$ cat src/rtl/led_stretcher_pkg.sv
// led_stretcher_pkg
// Shared definitions for the LED pulse stretcher:
//   - chanState_e : per-channel state encoding (IDLE=0, ON=1, GAP=2; 3 is illegal)
//   - MinCountWidth : smallest counter width ever used
//   - cntWidth()  : width of the per-channel down-counter for given on/off lengths
package led_stretcher_pkg;

    typedef enum logic [1:0] {
        IDLE = 2'd0,
        ON   = 2'd1,
        GAP  = 2'd2
    } chanState_e;

    localparam int MinCountWidth = 1;

    // The counter only ever holds (length - 1), so $clog2 of the longer
    // phase is enough; a one-cycle phase would give zero bits, hence the floor.
    function automatic int cntWidth(input int onCycles, input int offCycles);
        int longest;
        longest = (onCycles > offCycles) ? onCycles : offCycles;
        return ($clog2(longest) < MinCountWidth) ? MinCountWidth : $clog2(longest);
    endfunction

endpackage

$ cat src/rtl/led_stretcher_chan.sv
// led_stretcher_chan
// One channel of the pulse stretcher: rising-edge detect, IDLE/ON/GAP state
// machine, phase down-counter and a single saturating pending flag.
// Ports:
//   clk_i   : clock, posedge
//   rst_ni  : asynchronous active-low reset
//   pulse_i : event input, synchronous to clk_i, any pulse width
//   led_o   : stretched output, registered
//   busy_o  : high while the channel is not IDLE, registered, aligned with led_o
module led_stretcher_chan #(
    parameter int on_cycles  = 4,
    parameter int off_cycles = 2
) (
    input  logic clk_i,
    input  logic rst_ni,
    input  logic pulse_i,
    output logic led_o,
    output logic busy_o
);

    import led_stretcher_pkg::*;

    localparam int CountWidth = cntWidth(on_cycles, off_cycles);
    localparam logic [CountWidth-1:0] OnLoad  = CountWidth'(on_cycles - 1);
    localparam logic [CountWidth-1:0] OffLoad = CountWidth'(off_cycles - 1);
    localparam logic [CountWidth-1:0] CountOne = CountWidth'(1);

    chanState_e            state_q, state_d;
    logic [CountWidth-1:0] count_q, count_d;
    logic                  pend_q, pend_d;
    logic                  prevIn_q;
    logic                  led_q, led_d;
    logic                  busy_q, busy_d;
    logic                  risingEdge;

    // A held-high input must only ever count once, so events are the
    // 0->1 transitions against the previous sample.
    assign risingEdge = pulse_i & ~prevIn_q;

    // State register: FSM state, counter, pending flag, input history and
    // the registered outputs all drop together on reset so that a blink in
    // progress and any queued event are discarded at once.
    always_ff @(posedge clk_i or negedge rst_ni) begin
        if (!rst_ni) begin
            state_q  <= IDLE;
            count_q  <= '0;
            pend_q   <= 1'b0;
            prevIn_q <= 1'b0;
            led_q    <= 1'b0;
            busy_q   <= 1'b0;
        end else begin
            state_q  <= state_d;
            count_q  <= count_d;
            pend_q   <= pend_d;
            prevIn_q <= pulse_i;
            led_q    <= led_d;
            busy_q   <= busy_d;
        end
    end

    // Next-state logic. The counter is loaded on entry to ON/GAP and only
    // decremented while non-zero, so it can never wrap. Edges that arrive
    // while a blink or its gap is running are folded into one pending bit;
    // an edge on the final gap cycle starts the next blink directly instead.
    always_comb begin
        state_d = state_q;
        count_d = count_q;
        pend_d  = pend_q;
        case (state_q)
            IDLE: begin
                if (risingEdge) begin
                    state_d = ON;
                    count_d = OnLoad;
                end
            end
            ON: begin
                if (risingEdge) begin
                    pend_d = 1'b1;
                end
                if (count_q != '0) begin
                    count_d = count_q - CountOne;
                end else begin
                    state_d = GAP;
                    count_d = OffLoad;
                end
            end
            GAP: begin
                if (count_q != '0) begin
                    count_d = count_q - CountOne;
                    if (risingEdge) begin
                        pend_d = 1'b1;
                    end
                end else if (pend_q || risingEdge) begin
                    state_d = ON;
                    count_d = OnLoad;
                    pend_d  = 1'b0;
                end else begin
                    state_d = IDLE;
                end
            end
            default: begin
                state_d = IDLE;
                count_d = '0;
                pend_d  = 1'b0;
            end
        endcase
    end

    // Outputs are decoded from the next state and then registered, which
    // keeps led_o and busy_o cycle-aligned with each other.
    always_comb begin
        led_d  = (state_d == ON);
        busy_d = (state_d != IDLE);
    end

    assign led_o  = led_q;
    assign busy_o = busy_q;

endmodule

$ cat src/rtl/led_stretcher.sv
// led_stretcher
// Multi-channel pulse stretcher for human-visible indicators. Every rising
// edge on a channel input gives one blink of on_cycles, followed by a dark
// gap of at least off_cycles. Channels are fully independent.
// Ports:
//   Clk       : clock, posedge
//   Rst_n     : asynchronous active-low reset
//   Pulses_in : [data_width] event inputs, synchronous to Clk
//   Leds_out  : [data_width] stretched outputs, registered
//   Busy_out  : [data_width] per-channel not-idle flags, registered
module led_stretcher #(
    parameter int data_width = 5,
    parameter int on_cycles  = 4,
    parameter int off_cycles = 2
) (
    input  logic                  Clk,
    input  logic                  Rst_n,
    input  logic [data_width-1:0] Pulses_in,
    output logic [data_width-1:0] Leds_out,
    output logic [data_width-1:0] Busy_out
);

    import led_stretcher_pkg::*;

    // One identical channel per input bit; no state is shared between them.
    for (genvar i = 0; i < data_width; i++) begin : g_chan
        led_stretcher_chan #(
            .on_cycles (on_cycles),
            .off_cycles(off_cycles)
        ) u_chan (
            .clk_i  (Clk),
            .rst_ni (Rst_n),
            .pulse_i(Pulses_in[i]),
            .led_o  (Leds_out[i]),
            .busy_o (Busy_out[i])
        );
    end

endmodule

$ cat config.mk
export PLATFORM = sky130hd
export DESIGN_NAME = led_stretcher
export DESIGN_NICKNAME = d
export VERILOG_FILES = /design/src/rtl/led_stretcher_pkg.sv /design/src/rtl/led_stretcher_chan.sv /design/src/rtl/led_stretcher.sv
export SDC_FILE = /design/constraint.sdc
export NUM_CORES = 1
export LEC_CHECK = 0
export CAP_MARGIN = 20
export CORE_MARGIN = 8
export CORE_UTILIZATION = 38
export DETAILED_ROUTE_END_ITERATION = 10
export GPL_TIMING_DRIVEN = 0
export HOLD_SLACK_MARGIN = 0.03
export PLACE_DENSITY = 0.63
export SLEW_MARGIN = 20
export SYNTH_ARGS = -nofsm -noshare
export SYNTH_HDL_FRONTEND = slang
export SYNTH_HIERARCHICAL = 1
export SYNTH_SLANG_ARGS = --single-unit
$ cat constraint.sdc
create_clock -name Clk -period 2 [get_ports Clk]
set_input_delay 0.4 -clock Clk [delete_from_list [all_inputs] [get_ports Clk]]
set_output_delay 0.4 -clock Clk [all_outputs]
set_load 0.01 [all_outputs]
---- After elaboration in Yosys (flattened, before gate mapping) ----
Cells that the tools add are included.
Widths: inputs -> output; s select.
cells by class
  divide/modulo/power cells ............... 0
  multipliers ............................. 0
  equal/unequal tests ..................... 25
  shift operators ......................... 0
  muxes and demuxes ....................... 70
  reductions and logical operators ........ 30
  add/sub/neg operators ................... 5
  order comparisons ....................... 0
  bitwise logic cells ..................... 15
operator list
  kind                 number
  $mux 2               35
  $pmux 2 s3           10
  $eq 2x1->1 const B   10
  $mux 1               20
  $reduce_and 2->1     10
  $reduce_bool 2->1    10
  $ne 3x1->1 const B   5
  $pmux 1 s3           5
  $eq 2x2->1 const B   5
  $logic_not 2->1      5
  $ne 2x1->1 const B   5
  $not 1->1            10
  $sub 2x1->2 const B  5
  $and 1x1->1          5
  $logic_or 1x1->1     5
word-level totals
  memory bits (read-only) ................. 0
  RAM bits ................................ 0
  register bits ........................... 40
  memories kept ........................... 0
  output and inout bits ................... 10
  latch bits .............................. 0

---- Logic depth before layout (Yosys ltp) ----
Gate-level depths: netlist of run 1.
  depth in word-level cells ............... 7
  mapped depth ............................ 6
  depth with buffers taken out ............ 6

---- By module ----
The synthesis of run 1 kept the hierarchy.
by module, submodules not included
  module                                      cells an instance  area each (um^2)  times used  sequential area each (um^2)
  led_stretcher_chan at g_chan[0].u_chan ...  45                 496.7             3           200.2
  led_stretcher_chan at g_chan[4].u_chan      47                 505.5             1           200.2
  led_stretcher_chan at g_chan[2].u_chan      47                 495.5             1           200.2

---- Worst setup path before layout of run 1 ----
OpenSTA, ideal clock, no wires.
  kind .................................... reg-to-reg
  from .................................... reg g_chan[2].u_chan.state_q[0]
  to ...................................... reg g_chan[2].u_chan.count_q[0]
  cell stages (with the launch flop) ...... 6
  required time ........................... 1875 ps
  path buffers ............................ 0
  library setup time ...................... 125 ps
  arrival ................................. 1384 ps
  path slack .............................. 491 ps
  cells stage by stage .................... dfrtp_1 -> inv_1 -> ha_1 -> and3b_1 -> o21ai_1 -> mux2_2
between the ends
  word-level cells in the longest chain between the ends .. 3
  elaborated cells between the ends (all ways) .. 7
  classes of those cells .................. eq/ne: 4; mux: 1; reduce/logical: 2
RTL lines
  what                                                              line                      text
  from (decl)                                                       led_stretcher_chan.sv:28  chanState_e state_q, state_d;
  from (signal assigned)                                            led_stretcher_chan.sv:52  state_q <= state_d;
  $eq 2x2->1 / $logic_not 2->1 (equally long branches)              led_stretcher_chan.sv:69  case (state_q)
  $ne 3x1->1 (no source line) / $ne 2x1->1 (equally long branches)  --
  $reduce_and 2->1 (no source line)                                 --
  to (signal assigned)                                              led_stretcher_chan.sv:53  count_q <= count_d;
  to (decl)                                                         led_stretcher_chan.sv:29  logic [CountWidth-1:0] count_q, count_d;
Parallel ways exist; a longest one is shown, timed or not.
A chain may end at the register's enable or synchronous reset.

---- Worst setup path after layout of run 1 ----
Ends and elaborated chain as after synthesis.

==> summary.md, run 1 <==
| Metric | Value |
|---|---|
| Outcome | `finished clean` |
| R2r startpoint | `g_chan[2].u_chan/state_q[0]` |
| Starting Density | `0.392` |
| Pwr Density | `roughly 1400 nW/um^2` |
| Die X | `approximately 97 um` |
| F_max | `roughly 600 MHz` |
| Clock buffer depth | `2` |
| WL/cell | `12.8 um` |
| Clock Sinks | `40` |
| Port buffer count | `16` |
| Highest metal used | `met4` |
| Worst Tran Pin Value | `a little under 0.5 ns` |
| Drt via density | `5.13` |
| Leak | `1.35 nW` |
| Antenna cells | `0` |
| GPL Wtd Cong | `about 0.79` |
| Crit-path max FO | `5` |
| DR WL met3 | `roughly 140 um` |
| Post-DP Area | `2770 um^2` |
| CTS buffer count | `5` |
| Cell area after layout | `2860 um^2` |
| Via Count | `around 1700` |
| Top Ports | `17` |
| # Max-Cap Violations | `0` |
| RSZ-0062 raised after global routing | `no` |
| Largest net degree at the start of global routing | `23` |
| Mapped Avg Cell Area | `10.9 um^2` |
| Layout area overhead | `14.9%` |
| Final setup TNS | `0 ns` |
| Layout cell share with drive strength beyond 1 | `0.150` |
| Dpl cells | `323` |
| Initial antenna violation count | `0` |
| Reg2reg end | `g_chan[2].u_chan/count_q[0]` |
| Max-slew headroom | `0.675` |
| Sequential-to-total area share from yosys stat | `0.402` |
| CP Capture Type | `flop` |
| Die Area | `about 9400 um^2` |
| Fill cells | `571` |
| CTS tree | `built` |
| CTS clk-pin slew, worst paths | `approximately 0.080 ns` |
| Crit path required time | `between 2 and 2.5 ns` |
| GRT overflow | `0` |
| Total wire length | `approximately 4.2 mm` |
| Total track usage | `0.0929` |
| Critical Path Start Type | `flop` |
| CTS H-tree depth | `2` |
| Final core occ | `0.451` |
| Rows | `29` |
| #FFs+latches synth | `40` |
| Final Skew | `about 0.0054 ns` |
| Total power draw | `4.08 mW` |
| Tcrit/Tclk final | `0.832` |
| Post-CTS setup buffers | `0` |
| Final Hold Viols | `0` |
| Post-route DRC | `0` |
| Skew-Pair Late Insertion Delay | `just under 0.3 ns` |
| Worst setup path category | `reg -> reg` |
| Initial DRC count | `50` |
| Vias in the first global route | `approximately 1600` |
| Arr. time, crit path | `approximately 1.9 ns` |
| Min cycle time layout | `between 1.5 and 2 ns` |
| Wire length on met2 | `around 2 mm` |
| Worst R2R Setup Slack | `0.34 ns` |
| CORE AREA | `between 6000 and 7000 um^2` |
| Synth Instances | `between 200 and 250` |
| Yosys warnings | `6` |
| Root buffer cell | `clkbuf_8` |
| Place WS | `~0.23 ns` |
| DP HPWL | `3.17 mm` |
| First-pass GRT wire length | `around 7.5 mm` |
| Register-to-Register Path Depth | `5` |
| Synth cell types | `37` |
| Layout net count | `just under 300` |
| Maximum VDD drop | `around 650 uV` |
| Syn Nets | `roughly 270` |
| Synthesized area | `between 2000 and 2500 um^2` |
| Detail Route Antenna Nets | `0` |
| Chip height | `approximately 97 um` |
| Gates resized, CTS repair | `0` |
| Post-route insts no fill | `around 330` |
| Drt first pass iters | `4` |
| Fin worst setup slack | `between 0.3 and 0.4 ns` |
| Routed length on met1 | `between 1.5 and 2 mm` |
| Final Setup Violations | `0` |
| Slew Viols, Final | `0` |
| Hold_buf cts | `0` |
| Worst hold slack | `about 0.063 ns` |
| Class of the worst hold path | `in -> async` |
==> where the power goes <==
| part | total (mW) | internal, mW | switching [mW] |
|---|---|---|---|
| clock | 0.561 | 0.276 | 0.286 |
| sequential | 1.36 | 1.14 | 0.221 |
| combinational | 2.16 | 1.06 | 1.10 |
| total | 4.08 | 2.48 | 1.60 |
==> worst max-delay path: stages (launching register included) <==
cell and delay, ns:
dfrtp_1 0.45, inv_1 0.09, ha_1 0.26, and3b_1 0.20, o21ai_1 0.19, mux2_2 0.36
==> kinds of logic (layout without fill, tap and decap cells) <==
group / count (synthesis) / count (layout) / synth area share
AOI/OAI and AO/OA: 70 / 70 / 0.218
adders and majority gates: 35 / 35 / 0.176
buffers and inverters: 31 / 56 / 0.0467
DFF: 40 / 40 / 0.402
muxes: 8 / 8 / 0.0377
and+or+nand+nor: 45 / 45 / 0.120
==> final cells by class <==
type,instances,area [um^2],area share
multi-input combinational,158,1370,0.480
clock inverter,2,10.0,0.00350
timing repair buffer,17,183,0.0638
sequential,40,1000,0.350
inverter,31,116,0.0406
clock buffer,6,82.6,0.0288
tap,77,96.3,0.0337
==> cells in the mapped netlist <==
cell | count | area share
a211oi_2 | 4 | 0.020
a21boi_0 | 1 | 0.0030
a21o_1 | 3 | 0.0090
a21oi_1 | 18 | 0.036
a21oi_2 | 3 | 0.011
a221oi_1 | 3 | 0.011
a2bb2oi_2 | 4 | 0.024
a311oi_2 | 1 | 0.0060
a31oi_1 | 4 | 0.010
a31oi_2 | 2 | 0.010
a41oi_1 | 1 | 0.0035
and2_1 | 4 | 0.010
and2b_1 | 1 | 0.0030
and3b_1 | 4 | 0.014
and3b_2 | 1 | 0.0040
dfrtp_1 | 40 | 0.40
ha_1 | 35 | 0.18
inv_1 | 31 | 0.047
mux2_1 | 6 | 0.027
mux2_2 | 1 | 0.0045
mux2_4 | 1 | 0.0060
nand2_1 | 3 | 0.0045
nand2b_1 | 9 | 0.023
nand2b_4 | 1 | 0.0055
nand3b_1 | 3 | 0.0090
nor2_1 | 9 | 0.014
nor2b_1 | 5 | 0.013
nor2b_2 | 3 | 0.011
nor2b_4 | 1 | 0.0055
nor3b_2 | 1 | 0.0050
o21ai_0 | 9 | 0.018
o21ai_1 | 1 | 0.0020
o21ai_2 | 2 | 0.0070
o221ai_1 | 4 | 0.014
o22a_1 | 1 | 0.0035
o22ai_1 | 6 | 0.015
o22ai_2 | 3 | 0.015
==> worst max-delay path by stage <==
stage | startpoint | to | slack [ns] | depth (start not counted)
after CTS | g_chan[2].u_chan/state_q[0] | g_chan[2].u_chan/count_q[0] | 0.34 | 5
after floorplan | g_chan[2].u_chan/state_q[0] | g_chan[2].u_chan/count_q[0] | 0.49 | 5
after detailed placement | Pulses_in[0] | g_chan[0].u_chan/count_q[0] | 0.23 | 4
after global routing | g_chan[2].u_chan/state_q[0] | g_chan[2].u_chan/busy_o | 0.18 | 6
after global placement | Rst_n | g_chan[1].u_chan/state_q[0] | -0.54 | 1
final | g_chan[2].u_chan/state_q[0] | g_chan[2].u_chan/count_q[0] | 0.34 | 5
==> routing by layer <==
layer	vias up	GRT usage
met5	-	0
met1	813	0.110
met2	19	0.154
met3	5	0.0249
met4	0	0.0391
li1	860	-
==> flip-flops by register name, summed over array words and instances (netlist names) <==
signal                  flops
g_chan.u_chan/busy_o        5
g_chan.u_chan/count_q      10
g_chan.u_chan/led_o         5
g_chan.u_chan/pend_q        5
g_chan.u_chan/prevIn_q      5
g_chan.u_chan/state_q      10
==> layout by cell type, fill, tap and decap left out, types with 4 or more instances in the layout <==
cell,Yosys,layout
o21ai_0,9,9
a21oi_1,18,18
a31oi_1,4,4
clkbuf_8,0,6
mux2_1,6,6
nor2b_1,5,5
ha_1,35,35
a2bb2oi_2,4,4
nor2_1,9,9
dfrtp_1,40,40
o221ai_1,4,4
clkdlybuf4s50_1,0,15
a211oi_2,4,4
o22ai_1,6,6
and2_1,4,4
inv_1,31,31
and3b_1,4,4
nand2b_1,9,9
Note: power is estimated with default switching activity, not from simulation.
==> inputs of run 2 (changes only) <==
--- a/config.mk
+++ b/config.mk
@@ -11,7 +11,7 @@
 export DETAILED_ROUTE_END_ITERATION = 10
 export GPL_TIMING_DRIVEN = 0
 export HOLD_SLACK_MARGIN = 0.03
-export PLACE_DENSITY = 0.63
+export PLACE_DENSITY = 0.66
 export SLEW_MARGIN = 20
 export SYNTH_ARGS = -nofsm -noshare
 export SYNTH_HDL_FRONTEND = slang
==> constraint.sdc (replaced) <==
create_clock -name Clk -period 1.4 [get_ports Clk]
set_input_delay 0.28 -clock Clk [delete_from_list [all_inputs] [get_ports Clk]]
set_output_delay 0.28 -clock Clk [all_outputs]
set_load 0.01 [all_outputs]
==> run 2 against run 1 <==
Compared with the run above:
- the flow now finishes with violations (negative setup slack)
- utilization up 11 points
- worst setup slack got worse by 0.42 ns
- die area did not move
- combinational power is 130% higher
- largest power group unchanged
==> summary.md, run 2 (same netlist as run 1, synthesis figures left out) <==
| Metric | Value |
|---|---|
| Outcome | `finished with violations (was finished clean)` |
| Failing checks | `negative setup slack` |
| Min cycle time layout | `1.48 ns (was 1.66 ns)` |
| Leak | `1.57 nW (was 1.35 nW)` |
| Starting Density | `0.392 (unchanged)` |
| Slew Viols, Final | `0 (unchanged)` |
| Drt via density | `5.16 (was 5.13)` |
| CTS buffer count | `5 (unchanged)` |
| Die X | `97.0 um (unchanged)` |
| CTS H-tree depth | `2 (unchanged)` |
| Fin worst setup slack | `-0.0809 ns (was 0.337 ns)` |
| CORE AREA | `6350 um^2 (unchanged)` |
| Final Skew | `0.00881 ns (was 0.00541 ns)` |
| CTS tree | `built (unchanged)` |
| Worst setup path category | `reg -> reg (unchanged)` |
| Final Setup Violations | `18 (was 0)` |
| Pwr Density | `2170 nW/um^2 (was 1430 nW/um^2)` |
| GRT overflow | `0 (unchanged)` |
| Worst hold slack | `0.360 ns (was 0.0626 ns)` |
| Total track usage | `0.107 (was 0.0929)` |
| Post-route insts no fill | `366 (was 331)` |
| Layout area overhead | `43.1% (was 14.9%)` |
| Die Area | `9400 um^2 (unchanged)` |
| Crit path required time | `1.58 ns (was 2.18 ns)` |
| # Max-Cap Violations | `0 (unchanged)` |
| Chip height | `97.0 um (unchanged)` |
| Dpl cells | `323 (unchanged)` |
| Clock buffer depth | `2 (unchanged)` |
| RSZ-0062 raised after global routing | `yes (was no)` |
| Top Ports | `17 (unchanged)` |
| Final Hold Viols | `0 (unchanged)` |
| Skew-Pair Late Insertion Delay | `0.30 ns (was 0.29 ns)` |
| Maximum VDD drop | `1240 uV (was 648 uV)` |
| Largest net degree at the start of global routing | `33 (was 23)` |
| Worst R2R Setup Slack | `-0.08 ns (was 0.34 ns)` |
| Initial DRC count | `60 (was 50)` |
| Crit-path max FO | `3 (was 5)` |
| Vias in the first global route | `1910 (was 1649)` |
| Port buffer count | `16 (unchanged)` |
| Max-slew headroom | `0.782 (was 0.675)` |
| Layout net count | `330 (was 295)` |
| Antenna cells | `0 (unchanged)` |
| First-pass GRT wire length | `8.74 mm (was 7.53 mm)` |
| Rows | `29 (unchanged)` |
| Worst Tran Pin Value | `0.326 ns (was 0.487 ns)` |
| WL/cell | `15.4 um (was 12.8 um)` |
| GPL Wtd Cong | `0.809 (was 0.793)` |
| Arr. time, crit path | `1.66 ns (was 1.85 ns)` |
| Clock Sinks | `40 (unchanged)` |
| Drt first pass iters | `4 (unchanged)` |
| Critical Path Start Type | `flop (unchanged)` |
| Layout cell share with drive strength beyond 1 | `0.505 (was 0.150)` |
| Root buffer cell | `clkbuf_8 (unchanged)` |
| F_max | `675 MHz (was 601 MHz)` |
| CTS clk-pin slew, worst paths | `0.09 ns (was 0.08 ns)` |
| Initial antenna violation count | `0 (unchanged)` |
| DP HPWL | `3.19 mm (was 3.17 mm)` |
| Post-route DRC | `0 (unchanged)` |
| Via Count | `1890 (was 1697)` |
| Biggest regs | `g_chan.u_chan/count_q (10), g_chan.u_chan/state_q (10) (unchanged)` |
| CP Capture Type | `flop (unchanged)` |
| Most frequent cells in the layout | `dfrtp_1, buf_4, ha_4 (was dfrtp_1, ha_1, inv_1)` |
| Total wire length | `5.65 mm (was 4.23 mm)` |
| Class of the worst hold path | `in -> async (unchanged)` |
| Most common cell after layout, fill and taps aside | `dfrtp_1 (unchanged)` |
| Detail Route Antenna Nets | `0 (unchanged)` |
| Tcrit/Tclk final | `1.06 (was 0.832)` |
## run 2: cell types whose count changed in the layout (fill, tap and decap cells not counted), moves of 6 or more
cell / delta
buf_4: +30
clkdlybuf4s50_1: -10
dlygate4sd2_1: +10
ha_1: -25
ha_4: +24
inv_1: -24
inv_2: +20
mux2_4: +6
## run 2: layer usage
layer	routed length, um	track usage	part of all wire	vias to the layer above
li1	-	-	-	923
met3	196	0.0292	0.035	7
met1	2450	0.125	0.43	931
met5	0	0	0	-
met4	72	0.0379	0.013	0
met2	2930	0.184	0.52	29
## run 2: critical path: stages, from the launching register on
cell and delay [ns]:
dfrtp_1 0.40, inv_2 0.08, ha_4 0.27, inv_2 0.04, a221oi_2 0.23, nor2_1 0.09, mux2_4 0.27
## run 2: final cells by class
cell class / instances / area (um^2)
Timing Repair Buffer: 52 / 443
Multi-Input combinational cell: 158 / 1810
Fill cell: 474 / 2780
Inverter: 31 / 126
Clock buffer: 5 / 68.8
Clock inverter: 3 / 18.8
Tap cell: 77 / 96.3
Sequential cell: 40 / 1010
## run 2: worst paths after layout
kind | start | to | cells after the start
worst max-delay path | g_chan[3].u_chan/count_q[1] | g_chan[3].u_chan/count_q[1] | 6
worst min-delay path | Rst_n | g_chan[2].u_chan/busy_o | 2
worst max register to register | g_chan[3].u_chan/count_q[1] | g_chan[3].u_chan/count_q[1] | 6
worst min register to register | g_chan[1].u_chan/pend_q | g_chan[1].u_chan/pend_q | 2
max in group asynchronous | Rst_n | g_chan[3].u_chan/state_q[0] | 3
min in group Clk | Pulses_in[1] | g_chan[1].u_chan/prevIn_q | 1
## run 2: where the power goes
group,switching (mW),internal (mW)
registers,0.375,1.64
logic,2.35,2.61
clock network,0.432,0.348
## run 2: what timing repair did
action | 4_1_cts | 5_1_grt
resized for setup | 80 | 25
hold endpoints to repair | 8 | 0
endpoints found under the setup margin | 34 | 25
hold buffers | 1 | 0
buffers inserted | 25 | 9
pin swaps | 27 | 19
## run 2: per-stage QoR
step                       util  setup slack, ns  power (mW)  instance area (um^2)  TNS, ns
after floorplan               -          -0.0314        4.34                  2540  -0.0476
after global placement    0.440            -1.02        5.10                  2800   -44.50
after detailed placement  0.443           -0.280        5.16                  2810    -4.34
after CTS                 0.532          -0.0537        7.09                  3380   -0.345
after global routing      0.562           -0.133        8.29                  3570    -1.90
final                     0.562          -0.0809        7.76                  3570   -0.584
